$ cat src/rtl/lsu_mem_adapter.sv
// lsu_mem_adapter: load/store adapter between the core's memory stage and a
// 32-bit word-addressed RAM with a registered, next-cycle ack.
// Accepts one request at a time and converts the byte address to a word address.
// Byte and halfword stores are done as read-modify-write; loads are sign- or
// zero-extended.
// Optional build macro MISALIGN_TRAP_EN: when defined, misaligned halfword/word
// requests are answered with resp_err_o = 1 and never reach the RAM.
module lsu_mem_adapter #(
    parameter int ADDR_W = 8,
    parameter int DATA_W = 32     // fixed at 32, other widths unsupported
) (
    input  logic              clk,
    input  logic              rst_n,
    input  logic              req_valid_i,
    output logic              req_ready_o,
    input  logic              req_write_i,
    input  logic [1:0]        req_size_i,
    input  logic              req_unsigned_i,
    input  logic [31:0]       req_addr_i,
    input  logic [DATA_W-1:0] req_wdata_i,
    output logic              resp_valid_o,
    output logic [DATA_W-1:0] resp_rdata_o,
    output logic              resp_err_o,
    output logic [ADDR_W-1:0] mem_addr_o,
    output logic [DATA_W-1:0] mem_wdata_o,
    output logic              mem_en_o,
    output logic              mem_write_o,
    input  logic [DATA_W-1:0] mem_rdata_i,
    input  logic              mem_ack_i
);

    localparam logic [1:0] SIZE_BYTE = 2'd0;
    localparam logic [1:0] SIZE_HALF = 2'd1;

    typedef enum logic [2:0] {
        S_IDLE,
        S_RD,
        S_RD_WAIT,
        S_WR,
        S_WR_WAIT,
        S_RESP
    } state_e;

    state_e              state_q;

    // Latched request
    logic [1:0]          lane_q;
    logic [1:0]          size_q;
    logic                unsigned_q;
    logic                write_q;
    logic [DATA_W-1:0]   wdata_q;

    // Registered outputs
    logic [ADDR_W-1:0]   mem_addr_q;
    logic [DATA_W-1:0]   mem_wdata_q;
    logic                mem_en_q;
    logic                mem_write_q;
    logic                resp_valid_q;
    logic [DATA_W-1:0]   resp_rdata_q;
    logic                resp_err_q;

    logic                accept;
    logic                misalign;
    logic [7:0]          byte_lane;
    logic [15:0]         half_lane;
    logic [DATA_W-1:0]   load_data_d;
    logic [DATA_W-1:0]   merge_data_d;

    // Address bits above the RAM's word range wrap and are deliberately dropped.
    logic                unused_addr_hi;
    assign unused_addr_hi = ^req_addr_i[31:ADDR_W+2];

    assign req_ready_o = (state_q == S_IDLE);
    assign accept      = req_valid_i && req_ready_o;

`ifdef MISALIGN_TRAP_EN
    assign misalign = ((req_size_i == SIZE_HALF) && req_addr_i[0]) ||
                      (req_size_i[1] && (req_addr_i[1:0] != 2'b00));
`else
    // Offending low address bits are simply ignored by the lane select.
    assign misalign = 1'b0;
`endif

    assign byte_lane = mem_rdata_i[{lane_q, 3'b000} +: 8];
    assign half_lane = lane_q[1] ? mem_rdata_i[31:16] : mem_rdata_i[15:0];

    // Load path: pick the addressed lane of the returned word and extend it.
    always_comb begin
        // NOTE: every combinational output gets a default first so no path
        // leaves it unassigned and infers a latch.
        load_data_d = mem_rdata_i;
        case (size_q)
            SIZE_BYTE: load_data_d = {{24{~unsigned_q & byte_lane[7]}}, byte_lane};
            SIZE_HALF: load_data_d = {{16{~unsigned_q & half_lane[15]}}, half_lane};
            default:   load_data_d = mem_rdata_i;
        endcase
    end

    // Store path: overlay the store data onto the addressed lane of the old word.
    always_comb begin
        merge_data_d = mem_rdata_i;
        case (size_q)
            SIZE_BYTE: merge_data_d[{lane_q, 3'b000} +: 8] = wdata_q[7:0];
            SIZE_HALF: begin
                if (lane_q[1]) merge_data_d[31:16] = wdata_q[15:0];
                else           merge_data_d[15:0]  = wdata_q[15:0];
            end
            default:   merge_data_d = wdata_q;
        endcase
    end

    // Request sequencer: state plus every registered output in one place.
    always_ff @(posedge clk or negedge rst_n) begin
        if (!rst_n) begin
            state_q      <= S_IDLE;
            lane_q       <= '0;
            size_q       <= '0;
            unsigned_q   <= 1'b0;
            write_q      <= 1'b0;
            wdata_q      <= '0;
            mem_addr_q   <= '0;
            mem_wdata_q  <= '0;
            mem_en_q     <= 1'b0;
            mem_write_q  <= 1'b0;
            resp_valid_q <= 1'b0;
            resp_rdata_q <= '0;
            resp_err_q   <= 1'b0;
        end else begin
            // NOTE: non-blocking assignments here so every register samples the
            // pre-edge values; the pulses below default low and are raised for
            // exactly one cycle.
            mem_en_q     <= 1'b0;
            resp_valid_q <= 1'b0;
            case (state_q)
                S_IDLE: begin
                    if (accept) begin
                        lane_q     <= req_addr_i[1:0];
                        size_q     <= req_size_i;
                        unsigned_q <= req_unsigned_i;
                        write_q    <= req_write_i;
                        wdata_q    <= req_wdata_i;
                        if (misalign) begin
                            state_q      <= S_RESP;
                            resp_valid_q <= 1'b1;
                            resp_err_q   <= 1'b1;
                            resp_rdata_q <= '0;
                        end else begin
                            mem_addr_q <= req_addr_i[ADDR_W+1:2];
                            mem_en_q   <= 1'b1;
                            if (req_write_i && req_size_i[1]) begin
                                state_q     <= S_WR;
                                mem_write_q <= 1'b1;
                                mem_wdata_q <= req_wdata_i;
                            end else begin
                                state_q     <= S_RD;
                                mem_write_q <= 1'b0;
                            end
                        end
                    end
                end
                S_RD: state_q <= S_RD_WAIT;
                S_RD_WAIT: begin
                    if (mem_ack_i) begin
                        if (write_q) begin
                            // Second half of a read-modify-write, same word address.
                            state_q     <= S_WR;
                            mem_en_q    <= 1'b1;
                            mem_write_q <= 1'b1;
                            mem_wdata_q <= merge_data_d;
                        end else begin
                            state_q      <= S_RESP;
                            resp_valid_q <= 1'b1;
                            resp_err_q   <= 1'b0;
                            resp_rdata_q <= load_data_d;
                        end
                    end
                end
                S_WR: state_q <= S_WR_WAIT;
                S_WR_WAIT: begin
                    if (mem_ack_i) begin
                        state_q      <= S_RESP;
                        resp_valid_q <= 1'b1;
                        resp_err_q   <= 1'b0;
                        resp_rdata_q <= '0;
                    end
                end
                S_RESP:  state_q <= S_IDLE;
                default: state_q <= S_IDLE;
            endcase
        end
    end

    assign mem_addr_o   = mem_addr_q;
    assign mem_wdata_o  = mem_wdata_q;
    assign mem_en_o     = mem_en_q;
    assign mem_write_o  = mem_write_q;
    assign resp_valid_o = resp_valid_q;
    assign resp_rdata_o = resp_rdata_q;
    assign resp_err_o   = resp_err_q;

endmodule

$ cat config.mk
export PLATFORM = sky130hd
export DESIGN_NAME = lsu_mem_adapter
export DESIGN_NICKNAME = d
export VERILOG_FILES = /design/src/rtl/lsu_mem_adapter.sv
export SDC_FILE = /design/constraint.sdc
export NUM_CORES = 1
export LEC_CHECK = 0
export BUFFER_PORTS_ARGS = -buffer_cell sky130_fd_sc_hd__buf_2
export CAP_MARGIN = 25
export CORE_ASPECT_RATIO = 0.7
export CORE_MARGIN = 1
export CORE_UTILIZATION = 54
export CTS_BUF_LIST = sky130_fd_sc_hd__clkbuf_8
export DETAILED_ROUTE_END_ITERATION = 7
export MAX_ROUTING_LAYER = met4
export PLACE_DENSITY = 0.93
export RECOVER_POWER = 50
export SETUP_SLACK_MARGIN = 0.5
export SYNTH_ARGS = -nofsm -noshare
export SYNTH_HDL_FRONTEND = slang
export SYNTH_SLANG_ARGS = --single-unit
$ cat constraint.sdc
create_clock -name clk -period 3.25 [get_ports clk]
set_clock_uncertainty 0.15 [all_clocks]
set_input_delay 0.4875 -clock clk [delete_from_list [all_inputs] [get_ports clk]]
set_output_delay 0.4875 -clock clk [all_outputs]
set_load 0.1 [all_outputs]
# == Yosys cells after proc, flatten, opt, wreduce, memory -nomap -nowiden ==
# Index checks and enable logic that the tools add are counted.
# classes
addsub,1
eq_ne,11
shift,3
n_mux,38
n_bitwise,3
n_reduce_logical,11
# ops
operator,n
case mux 32 bit (2 select lines),4
2-to-1 mux 32 bit,7
2-to-1 mux 16 bit,3
bitwise mux 32 bit,1
"variable shift 8 x 7 -> 32 bit, first input constant",1
variable part select 32 x 6 -> 8 bit,1
variable part select 8 x 7 -> 32 bit,1
case mux 3 bit (5 select lines),1
2-to-1 mux 1 bit,13
2-to-1 mux 3 bit,4
"!= test 2 bit, second input constant",4
case mux 1 bit (2 select lines),4
AND reduction 4 bit,2
negator 5 -> 7 bit,1
"== test 3 x 2 -> 1 bit, second input constant",2
AND reduction 5 bit,1
"!= test 2 x 1 -> 1 bit, second input constant",2
nonzero test 2 bit,2
"== test 3 x 1 -> 1 bit, second input constant",1
"== test 3 bit, second input constant",1
logical NOT 3 bit,1
AND reduction 3 bit,1
AND 1 bit,2
"== test 2 x 1 -> 1 bit, second input constant",1
5 further kinds,6
# totals
regBits,117
in_bits,104
output_inout_bits,77

# == Longest topological paths before layout ==
# Gate-level depths: netlist of run 1.
# logic_depth
depth_word,7
ltp_mapped,10
mapped_depth_nobuf,6

# == Worst setup path before layout of run 1 ==
# OpenSTA, ideal clock, no wires.
# synth_timing
kind,flip-flop to flip-flop
start,reg lane_q[1]
end,reg mem_wdata_q[14] (netlist: mem_wdata_o[14])
setup_time_ns,0.134
arrival_time_ns,2.505
t_required_ns,2.966
path_slack_ns,0.462
stages_incl_launch_ff,11
path_buffers,4
period_less_slack_ns,2.788
path_cell_list,dfrtp_1 > buf_2 > buf_2 > buf_2 > inv_1 > ha_1 > and4b_1 > buf_1 > and3_1 > a2111oi_0 > o21ai_1
# synth_via
elab_chain_cells,7
elab_cells_between_ends,9
cone_classes,add/sub (1); shift (2); mux (6)
# synth_rtl
element,line_no,source
start: declaration,47,logic [1:0] lane_q;
start signal: assignment,137,lane_q <= req_addr_i[1:0];
negator 5 -> 7 bit,103,"SIZE_BYTE: merge_data_d[{lane_q, 3'b000} +: 8] = wdata_q[7:0];"
variable part select 8 x 7 -> 32 bit / variable shift 8 x 7 -> 32 bit (equally long branches),103,
bitwise mux 32 bit,103,
case mux 32 bit (2 select lines) *,102,case (size_q)
2-to-1 mux 32 bit *,164,if (write_q) begin
2-to-1 mux 32 bit *,163,if (mem_ack_i) begin
case mux 32 bit (2 select lines) *,134,case (state_q)
end signal: assignment,153,mem_wdata_q <= req_wdata_i;
end signal: assignment,169,mem_wdata_q <= merge_data_d;
end: declaration,55,logic [DATA_W-1:0] mem_wdata_q;
# Mark *: on every way between the ends. The rest lies on a longest branch, timed or not. The select of a mux whose other input is x is not followed.
# A chain may end at the register's enable or synchronous reset.

# == Worst setup path after layout of run 1 ==
# layout_timing
start,reg state_q[2]
end,out req_ready_o
# layout_via
elab_chain_cells,1
# layout_rtl
element,line_no,source
start: declaration,44,state_e state_q;
start signal: assignment,115,state_q <= S_IDLE;
start signal: assignment,143,state_q <= S_RESP;
start signal: assignment,151,state_q <= S_WR;
logical NOT 3 bit,73,assign req_ready_o = (state_q == S_IDLE);
end: declaration,15,"output logic req_ready_o,"
# No other way between the ends.

==> flow_summary.json, run 1 <==
{
  "post_drt_wl_per_cell_um": 19.6,
  "clk_path_buf_depth": 2,
  "cts.sinks": 116,
  "dpl_cell_area_um2": 7240,
  "hp-class": "primary input to flip-flop",
  "place_congestion": 0.940,
  "area_growth_pct": 18.8,
  "seq_area_um2": 2910,
  "dr.first_iter.drc_count": 747,
  "synthArstFlopShare_pct": 100,
  "detailedPlace.worstSlack_ps": 740,
  "h-tree-depth": 4,
  "dp_cells": 967,
  "vias_per_cell": 6.26,
  "drv_cap": 2,
  "rows": 32,
  "antenna_cells": 0,
  "slew_viol_final": 93,
  "synth_nets": 812,
  "dieArea_um2": 12300,
  "grt_pass1_vias": 5715,
  "fin_tns_setup_ps": 0,
  "clock.fmax_mhz": 390,
  "setup_viol": 0,
  "root_buffer": "clkbuf_8",
  "multi_input_area_um2": 3180,
  "synth_seq_cells": 116,
  "num_io_pins": 181,
  "path_class": "flip-flop to primary output",
  "coreArea_um2": 11300,
  "path_clk_slew_ps": 70,
  "hold_buffers": 1,
  "final_area_um2": 7600,
  "final_common_cell": "nand2_1",
  "worst_slew_pin_slew_ps": 1560,
  "timing.final.crit_share_pct": 79.0,
  "nets": 943,
  "endpoint_kind": "primary output",
  "die_x_um": 132,
  "path_max_fanout": 8,
  "start_util_pct": 56.8,
  "rsz0062_at_grt": "no",
  "fin_crit_ps": 2570,
  "synth.distinct_cells": 51,
  "drive_above_1_share_pct": 23.1,
  "syn_area_um2": 6390,
  "die_h_um": 93.0,
  "status": "finished, violations left",
  "synth_cells": 703,
  "violations": "capacitance limit, slew limit",
  "cts_setup_buffers": 0,
  "ff2ff_setup_slack_ps": 690,
  "cp-start-kind": "flip-flop",
  "setup_slack_ps": 683,
  "grt_use_total_pct": 34.1,
  "cp_data_required_time_ps": 2610,
  "mostFrequentLayoutCells": "nand2_1, buf_2, dfrtp_1",
  "cts_resized": 0,
  "grt-ovfl-total": 0,
  "dpl.hpwl_um": 13600,
  "clk_latency_ps": 450,
  "nFillCells": 906,
  "vias": 6259,
  "relSlewSlack_pct": -3.68,
  "final_cell_count_no_fill": 1000,
  "ys_warn_count": 0,
  "numCtsBuffers": 17,
  "port_buffers": 157,
  "finalHoldViolCount": 0,
  "postSynthAreaPerCell_um2": 9.10,
  "grt_antenna_before_repair": 0,
  "synth_edf_count": 0,
  "grt_max_degree": 60,
  "cts_tree": "yes",
  "ys.flop_type": "dfrtp_1",
  "drc_errors": 0,
  "grt_pass1_wl_um": 30900,
  "drt_wl_total_um": 19600,
  "dr.pass1.iters": 6,
  "worstPathArrival_ps": 1930,
  "yosysSeqAreaShare_pct": 45.4,
  "antenna_left": 0
}
layer usage:
| metal | track usage, % | part of all wire, % | vias up |
|---|---|---|---|
| met5 | - | 0 | - |
| met4 | 11.3 | 2.3 | 0 |
| met3 | 8.51 | 12 | 50 |
| met2 | 50.3 | 44 | 421 |
| met1 | 46.2 | 42 | 2994 |
| li1 | - | - | 2794 |
path summary, 6_finish.rpt:
kind | start | endpoint | depth (start not counted)
min in group asynchronous | rst_n | mem_wdata_o[29]$_DFFE_PN0P_ | 2
worst max register to register | lane_q[1]$_DFFE_PN0P_ | resp_rdata_o[28]$_DFFE_PN0P_ | 5
max in group asynchronous | rst_n | resp_rdata_o[0]$_DFFE_PN0P_ | 3
worst max-delay path | state_q[2]$_DFFE_PN0P_ | req_ready_o | 3
worst min-delay path | req_addr_i[9] | mem_addr_o[7]$_DFFE_PN0P_ | 3
worst min register to register | mem_addr_o[0]$_DFFE_PN0P_ | mem_addr_o[0]$_DFFE_PN0P_ | 2
cell usage after synthesis, types with 10 or more instances:
cell type | n | area, um^2
nand2_1 | 170 | 638
dfrtp_1 | 116 | 2900
o21ai_1 | 67 | 335
a221o_1 | 39 | 390
nor2_1 | 33 | 124
clkbuf_1 | 29 | 109
buf_2 | 21 | 105
nand2b_1 | 20 | 125
a21oi_1 | 19 | 95.1
mux2i_1 | 18 | 180
a211oi_1 | 15 | 113
nor3_1 | 15 | 75.1
and3_1 | 11 | 68.8
inv_1 | 11 | 41.3
buf_1 | 10 | 37.5
critical path, stage by stage (launching register included):
cell and delay, ps:
dfrtp_1 480, or3_1 460, inv_1 110, buf_2 430
final cells by class:
type,count,share of cell area [%]
inverter,13,0.642
clock inverter,12,1.50
timing repair buffer,174,11.7
multi-input combinational,512,41.8
sequential,116,38.2
clock buffer,20,3.62
tap,153,2.52
flip-flops by register name (all words and copies together), names as in the netlist:
name / count
state_q: 3
mem_write_o: 1
mem_en_o: 1
lane_q: 2
unsigned_q: 1
write_q: 1
mem_wdata_o: 32
resp_rdata_o: 32
mem_addr_o: 8
size_q: 2
wdata_q: 32
resp_valid_o: 1
through the flow:
| stage | util (%) | hold slack (ps) |
|---|---|---|
| finish | 67.5 | 77.9 |
| global route | 67.5 | 65.6 |
| CTS | 67.9 | 61.8 |
| detailed placement | 64.4 | 309 |
| global placement | 64.3 | 307 |
| floorplan | - | 41.9 |
cells by family (layout without fill, tap and decap cells):
kind of cell	after synthesis	in the layout	share of synthesized area, %
flip-flops	116	116	45.4
multiplexers	30	30	6.34
buffers and inverters	75	219	4.99
AND/OR/NAND/NOR	289	289	21.3
adder cells (fa/ha/maj)	5	5	0.978
other	1	1	0.0586
AO/OA/AOI/OAI	187	187	21.0
Power of run 1 is not shown: default switching activity piles up to over one toggle a cycle in this logic, so the estimate is an artifact.
==> run 2, diff against run 1 <==
- CORE_UTILIZATION: 54 -> 49
- PLACE_DENSITY: 0.93 -> 0.9
- clock period: 3.25 -> 2.15 ns (I/O delays scaled with it)
==> flow_summary.json, run 2 (same netlist as run 1, synthesis figures left out) <==
{
  "area_growth_pct": 67.3,
  "num_io_pins": 181,
  "dr.first_iter.drc_count": 1606,
  "start_util_pct": 50.8,
  "numCtsBuffers": 17,
  "cts_tree": "yes",
  "mostFrequentLayoutCells": "dfrtp_1, buf_4, buf_2",
  "fin_crit_ps": 2680,
  "path_class": "flip-flop to flip-flop",
  "die_x_um": 139,
  "h-tree-depth": 4,
  "drv_cap": 0,
  "drt_wl_total_um": 35900,
  "finalHoldViolCount": 0,
  "grt_pass1_wl_um": 44800,
  "dieArea_um2": 13500,
  "grt_use_total_pct": 45.8,
  "critical_path.slowest_cell": "nor4b_2",
  "rsz0062_at_grt": "yes",
  "nets": 1088,
  "vias_per_cell": 7.21,
  "die_h_um": 97.6,
  "status": "finished, violations left",
  "worstPathArrival_ps": 2930,
  "cp-start-kind": "flip-flop",
  "coreArea_um2": 12600,
  "port_buffers": 157,
  "grt_antenna_before_repair": 1,
  "relSlewSlack_pct": 40.7,
  "max_stage_delay_ps": 720,
  "hp-class": "primary input to flip-flop",
  "root_buffer": "clkbuf_8",
  "drc_errors": 26,
  "nFillCells": 548,
  "antenna_left": 0,
  "dpl.hpwl_um": 14900,
  "timing.final.crit_share_pct": 125,
  "crit_top_cell": "buf_4",
  "vias": 8324,
  "violations": "DRC, setup timing",
  "cp_data_required_time_ps": 2400,
  "slew_viol_final": 0,
  "endpoint_kind": "flip-flop",
  "path_max_fanout": 8,
  "post_drt_wl_per_cell_um": 31.1,
  "final_common_cell": "dfrtp_1",
  "path_clk_slew_ps": 80,
  "place_congestion": 0.971,
  "clk_path_buf_depth": 2,
  "setup_slack_ps": -530,
  "grt_pass1_vias": 7628,
  "crit_path_cell_trace": "inv_4 -> buf_4 -> ha_1 -> nor2b_2 -> buf_6 -> nor4b_2 -> buf_4 -> a211oi_2 -> o21ai_1",
  "clock.fmax_mhz": 373,
  "clk_latency_ps": 490,
  "setup_viol": 44,
  "worst_slew_pin_slew_ps": 889,
  "drive_above_1_share_pct": 51.8,
  "post-route-util_pct": 85.0,
  "rows": 34,
  "grt_max_degree": 47,
  "grt-ovfl-total": 0,
  "fin_tns_setup_ps": -2970,
  "dr.pass1.iters": 8,
  "cts.sinks": 116
}
==> run 2: changes by cell type in the layout (fill, tap and decap cells not counted), sizes merged <==
cell,before,now
buf,144,233
bufbuf,0,1
bufinv,2,4
diode,0,1
dlygate4sd3,1,47
nand2,171,178
==> run 2: worst paths after layout <==
check | from | end | slack, ps | cells past startpoint
worst max register to register | lane_q[1]$_DFFE_PN0P_ | mem_wdata_o[11]$_DFFE_PN0P_ | -530 | 9
worst max-delay path | lane_q[1]$_DFFE_PN0P_ | mem_wdata_o[11]$_DFFE_PN0P_ | -530 | 9
max in group asynchronous | rst_n | size_q[1]$_DFFE_PN0P_ | 150 | 3
min in group asynchronous | rst_n | mem_wdata_o[1]$_DFFE_PN0P_ | 350 | 2
worst min register to register | mem_wdata_o[22]$_DFFE_PN0P_ | mem_wdata_o[22]$_DFFE_PN0P_ | 350 | 2
worst min-delay path | mem_rdata_i[22] | resp_rdata_o[22]$_DFFE_PN0P_ | 60 | 2
==> run 2: cell type report <==
cell class	instances	area [um^2]	share of cell area [%]
diodes	1	2.50	0.0234
well taps	162	203	1.89
inverters	13	66.3	0.620
clock inverters	14	200	1.87
clock buffers	18	248	2.32
multi-input cells	519	4320	40.4
flip-flops and latches	116	2910	27.2
repair buffers	312	2750	25.7
==> run 2: metrics by stage <==
step | cells | hold slack (ps) | area, um^2 | setup WS, ps
after global placement | 1001 | 138 | 7730 | 38.3
after floorplan | 703 | -123 | 6740 | -36.3
after detailed placement | 1001 | 138 | 7730 | -30.4
after CTS | 1130 | 37.2 | 9870 | 64.2
final | 1155 | 56.4 | 10700 | -530
after global routing | 1155 | 52.7 | 10700 | -434
==> run 2: critical path: cells and delay by family, from the launching register on <==
| kind | cells | cell delay (ps) |
|---|---|---|
| simple gates | 2 | 910 |
| flops | 1 | 480 |
| compound gates | 2 | 210 |
| fa+ha+maj | 1 | 210 |
| buf+inv | 4 | 650 |
==> run 2: repair_timing <==
action / in CTS / in global routing
resized for setup: 175 / 191
hold endpoints to repair: 74 / 0
setup buffers: 33 / 20
cloned: 17 / 4
setup endpoints to repair: 187 / 115
hold buffers: 47 / 0
pin swaps: 21 / 89
==> run 2: metal layers <==
| layer | GRT usage (%) | vias up | wire, um |
|---|---|---|---|
| li1 | - | 3116 | - |
| met1 | 54.6 | 3809 | 11600 |
| met2 | 67.9 | 985 | 14400 |
| met3 | 15.1 | 414 | 6140 |
| met4 | 27.1 | 0 | 3860 |
| met5 | - | - | 0 |
Power of run 2 is left out for the same reason.
